### src/rtl/nand3_seq_pkg.sv
// rtl/nand3_seq_pkg.sv - shared FSM states, vector count and field widths for the nand3 test sequencer
package nand3_seq_pkg;

  localparam int VEC_COUNT = 8;
  localparam int VEC_W     = 3;
  localparam int ERR_W     = 4;

  localparam logic [ERR_W-1:0] ERR_MAX = '1;

  typedef enum logic [2:0] {
    IDLE,
    DRIVE,
    SETTLE,
    SAMPLE,
    DONE
  } state_t;

endpackage

### src/rtl/nand3_ref.sv
// rtl/nand3_ref.sv - combinational golden model of a 3-input NAND
module nand3_ref (
  input  logic A,
  input  logic B,
  input  logic C,
  output logic Y_exp
);

  assign Y_exp = ~(A & B & C);

endmodule

### src/rtl/nand3_test_sequencer.sv
// rtl/nand3_test_sequencer.sv - exhaustive 8-vector tester for an external 3-input NAND
// Optional NAND3_SEQ_STOP_ON_FAIL_EN ends the run at the first mismatching vector.
module nand3_test_sequencer
  import nand3_seq_pkg::*;
#(
  parameter int SETTLE_CYCLES = 2
) (
  input  logic                 clk,
  input  logic                 rst,
  input  logic                 start,
  input  logic                 Y,
  output logic                 A,
  output logic                 B,
  output logic                 C,
  output logic                 busy,
  output logic                 done,
  output logic                 pass,
  output logic [ERR_W-1:0]     err_count,
  output logic [VEC_COUNT-1:0] mismatch_map,
  output logic [VEC_W-1:0]     vec_idx
);

`ifdef NAND3_SEQ_STOP_ON_FAIL_EN
  localparam bit STOP_ON_FAIL = 1'b1;
`else
  localparam bit STOP_ON_FAIL = 1'b0;
`endif

  localparam logic [3:0]       SETTLE_LOAD = 4'(SETTLE_CYCLES);
  localparam logic [VEC_W-1:0] LAST_VEC    = VEC_W'(VEC_COUNT - 1);

  state_t           state;
  logic [3:0]       settle_cnt;
  logic             y_exp;
  logic             mismatch;
  logic [ERR_W-1:0] err_next;

  nand3_ref u_ref (
    .A     (A),
    .B     (B),
    .C     (C),
    .Y_exp (y_exp)
  );

  // Written as "match else mismatch" so an unknown Y lands on the mismatch side.
  always_comb begin
    mismatch = 1'b1;
    if (Y == y_exp) mismatch = 1'b0;
  end

  assign err_next = (err_count == ERR_MAX) ? err_count : err_count + 1'b1;

  always_ff @(posedge clk) begin
    if (rst) begin
      state        <= IDLE;
      {A, B, C}    <= '0;
      busy         <= 1'b0;
      done         <= 1'b0;
      pass         <= 1'b0;
      err_count    <= '0;
      mismatch_map <= '0;
      vec_idx      <= '0;
      settle_cnt   <= '0;
    end else begin
      done <= 1'b0;
      case (state)
        IDLE: begin
          if (start) begin
            state        <= DRIVE;
            busy         <= 1'b1;
            err_count    <= '0;
            mismatch_map <= '0;
            pass         <= 1'b0;
            vec_idx      <= '0;
            {A, B, C}    <= '0;
          end
        end
        DRIVE: begin
          settle_cnt <= SETTLE_LOAD;
          state      <= (SETTLE_CYCLES == 0) ? SAMPLE : SETTLE;
        end
        SETTLE: begin
          settle_cnt <= settle_cnt - 4'd1;
          if (settle_cnt == 4'd1) state <= SAMPLE;
        end
        SAMPLE: begin
          if (mismatch) begin
            err_count             <= err_next;
            mismatch_map[vec_idx] <= 1'b1;
          end
          // pass folds in this final sample since err_count has not updated yet
          if (vec_idx == LAST_VEC || (mismatch && STOP_ON_FAIL)) begin
            state <= DONE;
            done  <= 1'b1;
            pass  <= !mismatch && (err_count == '0);
          end else begin
            state     <= DRIVE;
            vec_idx   <= vec_idx + 1'b1;
            {A, B, C} <= vec_idx + 1'b1;
          end
        end
        DONE: begin
          state <= IDLE;
          busy  <= 1'b0;
        end
        default: state <= IDLE;
      endcase
    end
  end

endmodule

### config.mk
export PLATFORM = sky130hd
export DESIGN_NAME = nand3_test_sequencer
export DESIGN_NICKNAME = d
export VERILOG_FILES = /design/src/rtl/nand3_seq_pkg.sv /design/src/rtl/nand3_ref.sv /design/src/rtl/nand3_test_sequencer.sv
export SDC_FILE = /design/constraint.sdc
export NUM_CORES = 1
export LEC_CHECK = 0
export BUFFER_PORTS_ARGS = -buffer_cell sky130_fd_sc_hd__clkbuf_2
export CAP_MARGIN = 0
export CELL_PAD_IN_SITES_DETAIL_PLACEMENT = 1
export CELL_PAD_IN_SITES_GLOBAL_PLACEMENT = 2
export CORE_ASPECT_RATIO = 1.5
export CORE_UTILIZATION = 35
export CTS_CLUSTER_DIAMETER = 120
export DETAILED_ROUTE_END_ITERATION = 10
export PLACE_DENSITY_LB_ADDON = 0.1
export SYNTH_ARGS = -nofsm -noshare
export SYNTH_HDL_FRONTEND = slang
export SYNTH_SLANG_ARGS = --single-unit
### constraint.sdc
create_clock -name clk -period 2.4 [get_ports clk]
set_input_delay 0.24 -clock clk [delete_from_list [all_inputs] [get_ports clk]]
set_output_delay 0.24 -clock clk [all_outputs]
set_load 0.005 [all_outputs]
# Yosys cells after proc, flatten, opt, wreduce, memory -nomap -nowiden
# Cells that the tools add are included.
# totals
reg_bits,28
inputBits,4
word_cells,78
output_inout_bits,21
# classes
magnitude_cmp,2
bitwise_logic,5
n_reduce_logical,14
n_eq_ne,14
addsub,3
n_mux,29
# op_table
operator,n
$mux W8,2
$pmux W4 S2,2
$pmux W8 S2,1
$mux W3,5
$mux W4,3
$ne A2 B2 Y1 const B,6
$pmux W3 S4,1
$pmux W1 S2,5
$reduce_and A3 Y1,3
$mux W1,8
$or A8 B8 Y8,1
$eq A3 B2 Y1 const B,2
$eq A3 B3 Y1 const B,2
$pmux W3 S2,1
$reduce_bool A2 Y1,3
$add A4 B1 Y4 const B,1
$eq A4 B1 Y1 const B,1
$eq A4 B4 Y1 const B,1
$logic_not A4 Y1,1
$lt A3 B4 Y1 const B,1
$reduce_and A2 Y1,2
$reduce_and A4 Y1,1
$sub A4 B1 Y4 const B,1
$add A3 B1 Y3 const B,1
9 further kinds,12

# Depth between registers and ports, before layout
# depth
word_depth,7
depth_mapped,6
mapped_depth_nobuf,6

# Modules after synthesis
# Synthesis repeated with hierarchy kept, for this count alone.
# hier_totals
cells_unflattened,145
hier_area_um2,1256.2
# modules_own_cells
module,area_per_inst_um2,seq_area_each_um2,n_inst,cells_per_inst
nand3_test_sequencer,1251.2,500.5,1,144
nand3_ref,5.0,0.0,1,1

# Worst setup path after synthesis
# Ideal clock, no wire load.
# synth_path
kind,flip-flop to flip-flop
start,reg vec_idx[1]
end,reg vec_idx[1]
t_required_ps,2335
n_path_buf,0
path_slack_ps,765
period_less_slack_ps,1635
setup_ps,65
path_stages_with_launch,7
t_arrival_ps,1570
cell_sequence,dfxtp_1 -> ha_1 -> ha_1 -> nand3b_1 -> a21oi_2 -> mux2_2 -> nor2_1
# synth_via
elab_chain_len,3
word_cells_on_any_way,6
classes_between,add/sub (1); eq/ne (2); mux (2); reduce/logical (1)
# synth_lines
item,line_no,rtl
from (decl),nand3_test_sequencer.sv:20,output logic [VEC_W-1:0] vec_idx
from (signal assigned),nand3_test_sequencer.sv:98,vec_idx <= vec_idx + 1'b1;
$add A3 B1 Y3 or $eq A3 B3 Y1 (tied branches),"nand3_test_sequencer.sv:98, nand3_test_sequencer.sv:92",
$mux W3 or $ne A2 B2 Y1 (tied branches),--,
$pmux W3 S2 or $reduce_and A3 Y1 (tied branches),--,
# Several ways; a longest one is shown, not always the timed one. The select of a mux whose other input is x is not followed.
# A chain may end at the register's enable or synchronous reset.

# Worst setup path after layout
# Ends and elaborated chain as after synthesis.

==> metrics.csv <==
stage,metric,value,unit
final_layout,Final nets,182,
grt,largest net degree at the start of global routing,20,
grt,first-pass GRT wire length,5.93,mm
grt,initial antenna violation count,0,
sta,relative slew slack,53.6,%
final_layout,share of cells above drive strength 1,24.0,%
synth,prevailing post-synth register cell,dfxtp_1,
sta,RSZ-0062 raised after global routing,no,
setup_path,worst endpoint data arrival time,2.09,ns
setup_path,Critical Path RT,2.62,ns
detailed_routing,Residual DRC,0,
clocking,CTS tree,yes,
detailed_routing,post-DR wirelength/cell,16.3,microns
sta,Final setup viols,0,
synth,Post-Synth XOR/XNOR Area,3.28,%
clocking,clk slew on worst S/H paths,0.10,ns
detailed_routing,1st-iter DRT viols,9,
floorplan,Placement Rows,27,
synth,"count leader, synth",dfxtp_1,
setup_path,Crit Path Category,register to register,
detailed_routing,remaining antenna violation count,0,
grt,GRT Residual Overflow,0,
synth,commonest cells in the netlist,"dfxtp_1 (25), a21oi_1 (13), inv_1 (8), nor3_1 (8), nor2_1 (7)",
synth,Synthesized Nets,161,
clocking,Post-CTS Setup Repair Bufs,0,
clocking,"Clk Latency, worst-skew pair",0.28,ns
setup_path,Critical Path Start Type,register,
clocking,hold_buf cts,0,
placement,port bufs,24,
floorplan,initial core utilization,37.0,%
setup_path,Setup crit end kind,register,
sta,fmax,534,MHz
synth,sequential element share of the synthesized area,36.4,%
clocking,root buffer cell,clkbuf_8,
floorplan,Die Width,53.2,microns
clocking,clk buf depth,2,
grt,Total Routing Usage GR,19.4,%
placement,post-DP HPWL,2.66,mm
sta,Tcrit/Tclk final,78.0,%
sta,skew final,0.00202,ns
run,Max-Cap Viols,0,
clocking,post-cts gate resize count,0,
synth,mux cell area share after synthesis,2.37,%
synth,compound-gate portion of the synthesized area,19.9,%
floorplan,Core ar.,3720,sq um
floorplan,die height,78.7,microns
clocking,H-Tree Depth,1,
synth,synthesized area,1370,sq um
sta,setup_tns,0,ns
synth,Yosys top cell area share,36.4,%
synth,syn_area_per_cell,9.10,sq um
synth,Seq cells post-synth,25,
clocking,CTS Buf Count,3,
synth,"area leader, netlist",dfxtp_1,
detailed_routing,Total Wirelength,3.49,mm
synth,yosys warns,0,
final_layout,Area Growth Syn to Fin,12.3,%
placement,dpl ws,0.546,ns
synth,top post-synthesis cells by area,"dfxtp_1 (36%), ha_1 (5.5%), a21oi_1 (4.7%), a32o_1 (2.9%), nor3_1 (2.9%)",
synth,post-synthesis simple-gate area fraction,24.8,%
final_layout,Antenna diodes,0,
synth,ys async rst share,0,%
grt,vias in the first global route,1223,
sta,Final Hold Viols,0,
placement,gpl congestion,0.694,
setup_path,crit-path max FO,9,
min_path,Hold Crit Class,input port to register,
synth,Post-Synth Adder-Cell Area,5.46,%
sta,Tmin final,1.87,ns
synth,Post-synth EDFFs,0,
status,outcome,"finished, final reports clean",
sta,Worst Tran Pin Value,0.695,ns
detailed_routing,drt first pass iters,4,
min_path,Worst Hold Depth,3,
sta,worst setup margin,0.529,ns
detailed_routing,Via density,5.50,
synth,Mapped Cells,151,
synth,main combinational cell family by area after synthesis,simple AND/OR/NAND/NOR gates,
floorplan,Ports,25,
synth,Synth cell types,49,
power,Max IR drop VDD,370,uV
clocking,CTS sink count,25,
power,Power Density,587,nW/um^2
power,Pleak,0.000618,uW
detailed_routing,detailed-route via count,1178,
sta,pins over their slew limit,0,
floorplan,die area,4180,sq um
setup_path,R2R depth,6,
worst max-delay path, stage by stage (launching register included):
cell	delay [ns]
dfxtp_1	0.40
ha_1	0.23
ha_1	0.27
nand3b_1	0.24
a21oi_2	0.23
mux2_2	0.36
nor2_1	0.08
final cells by class:
cell class                      instances  area (sq um)
Sequential cell                        25           500
Inverter                                8          30.0
Clock inverter                          1          7.51
Tap cell                               43          53.8
Clock buffer                            3          41.3
Fill cell                             460          2170
Timing Repair Buffer                   27           143
Multi-Input combinational cell        107           767
cells in the final DEF (no fill, tap or decap), types with 3 or more instances in the layout:
master    netlist  routed
a21oi_1        13      13
clkbuf_2        0      24
nor3_1          8       8
nor2_1          7       7
or3_1           3       3
nand3_1         4       4
ha_1            6       6
and2_1          4       4
a31oi_1         5       5
inv_1           8       8
nand2_1         6       6
dfxtp_1        25      25
clkbuf_8        1       3
a32o_1          4       4
nand2b_1        3       3
o31ai_1         4       4
o21ai_0         3       3
buf_4           4       3
sequential cells by signal (all words and copies together), names as in the netlist:
signal,flops
done,1
busy,1
state,3
pass,1
vec_idx,3
err_count,4
settle_cnt,4
mismatch_map,8
layer usage:
layer | GRT usage, % | vias to the layer above | part of all wire (%) | wire length [microns]
li1 | - | 587 | - | -
met4 | 7.89 | 0 | 1.8 | 64
met1 | 22.7 | 569 | 43 | 1490
met2 | 34.3 | 17 | 54 | 1880
met3 | 2.30 | 5 | 1.7 | 58
met5 | 0 | - | 0 | 0
worst paths after layout:
| kind | startpoint | end | slack (ns) |
|---|---|---|---|
| min reg2reg | mismatch_map[5]$_SDFFE_PP0P_ | mismatch_map[5]$_SDFFE_PP0P_ | 0.46 |
| min | Y | mismatch_map[7]$_SDFFE_PP0P_ | 0.36 |
| max reg2reg | vec_idx[1]$_SDFFE_PP0P_ | vec_idx[1]$_SDFFE_PP0P_ | 0.53 |
| max | vec_idx[1]$_SDFFE_PP0P_ | vec_idx[1]$_SDFFE_PP0P_ | 0.53 |
power by group:
part           switching [uW]  internal, uW
combinational            84.2          72.4
sequential               39.6           437
clock                     153           118
cell families after synthesis:
| kind of cell | Yosys count |
|---|---|
| and+or+nand+nor | 54 |
| xor gates and xnor gates | 3 |
| muxes | 3 |
| adders and majority gates | 6 |
| buffers and inverters | 19 |
| AOI/OAI and AO/OA | 41 |
| DFF | 25 |
metrics by stage:
stage / instances / util, % / area, sq um / hold slack (ns) / power [uW]
after floorplan: 151 / - / 1370 / 0.440 / 597
after global placement: 210 / 40.2 / 1490 / 0.440 / 640
after detailed placement: 210 / 40.2 / 1490 / 0.449 / 648
after CTS: 214 / 41.5 / 1540 / 0.342 / 922
after global routing: 214 / 41.5 / 1540 / 0.375 / 965
final: 214 / 41.5 / 1540 / 0.355 / 905
Power figures use the tool's default switching activity.
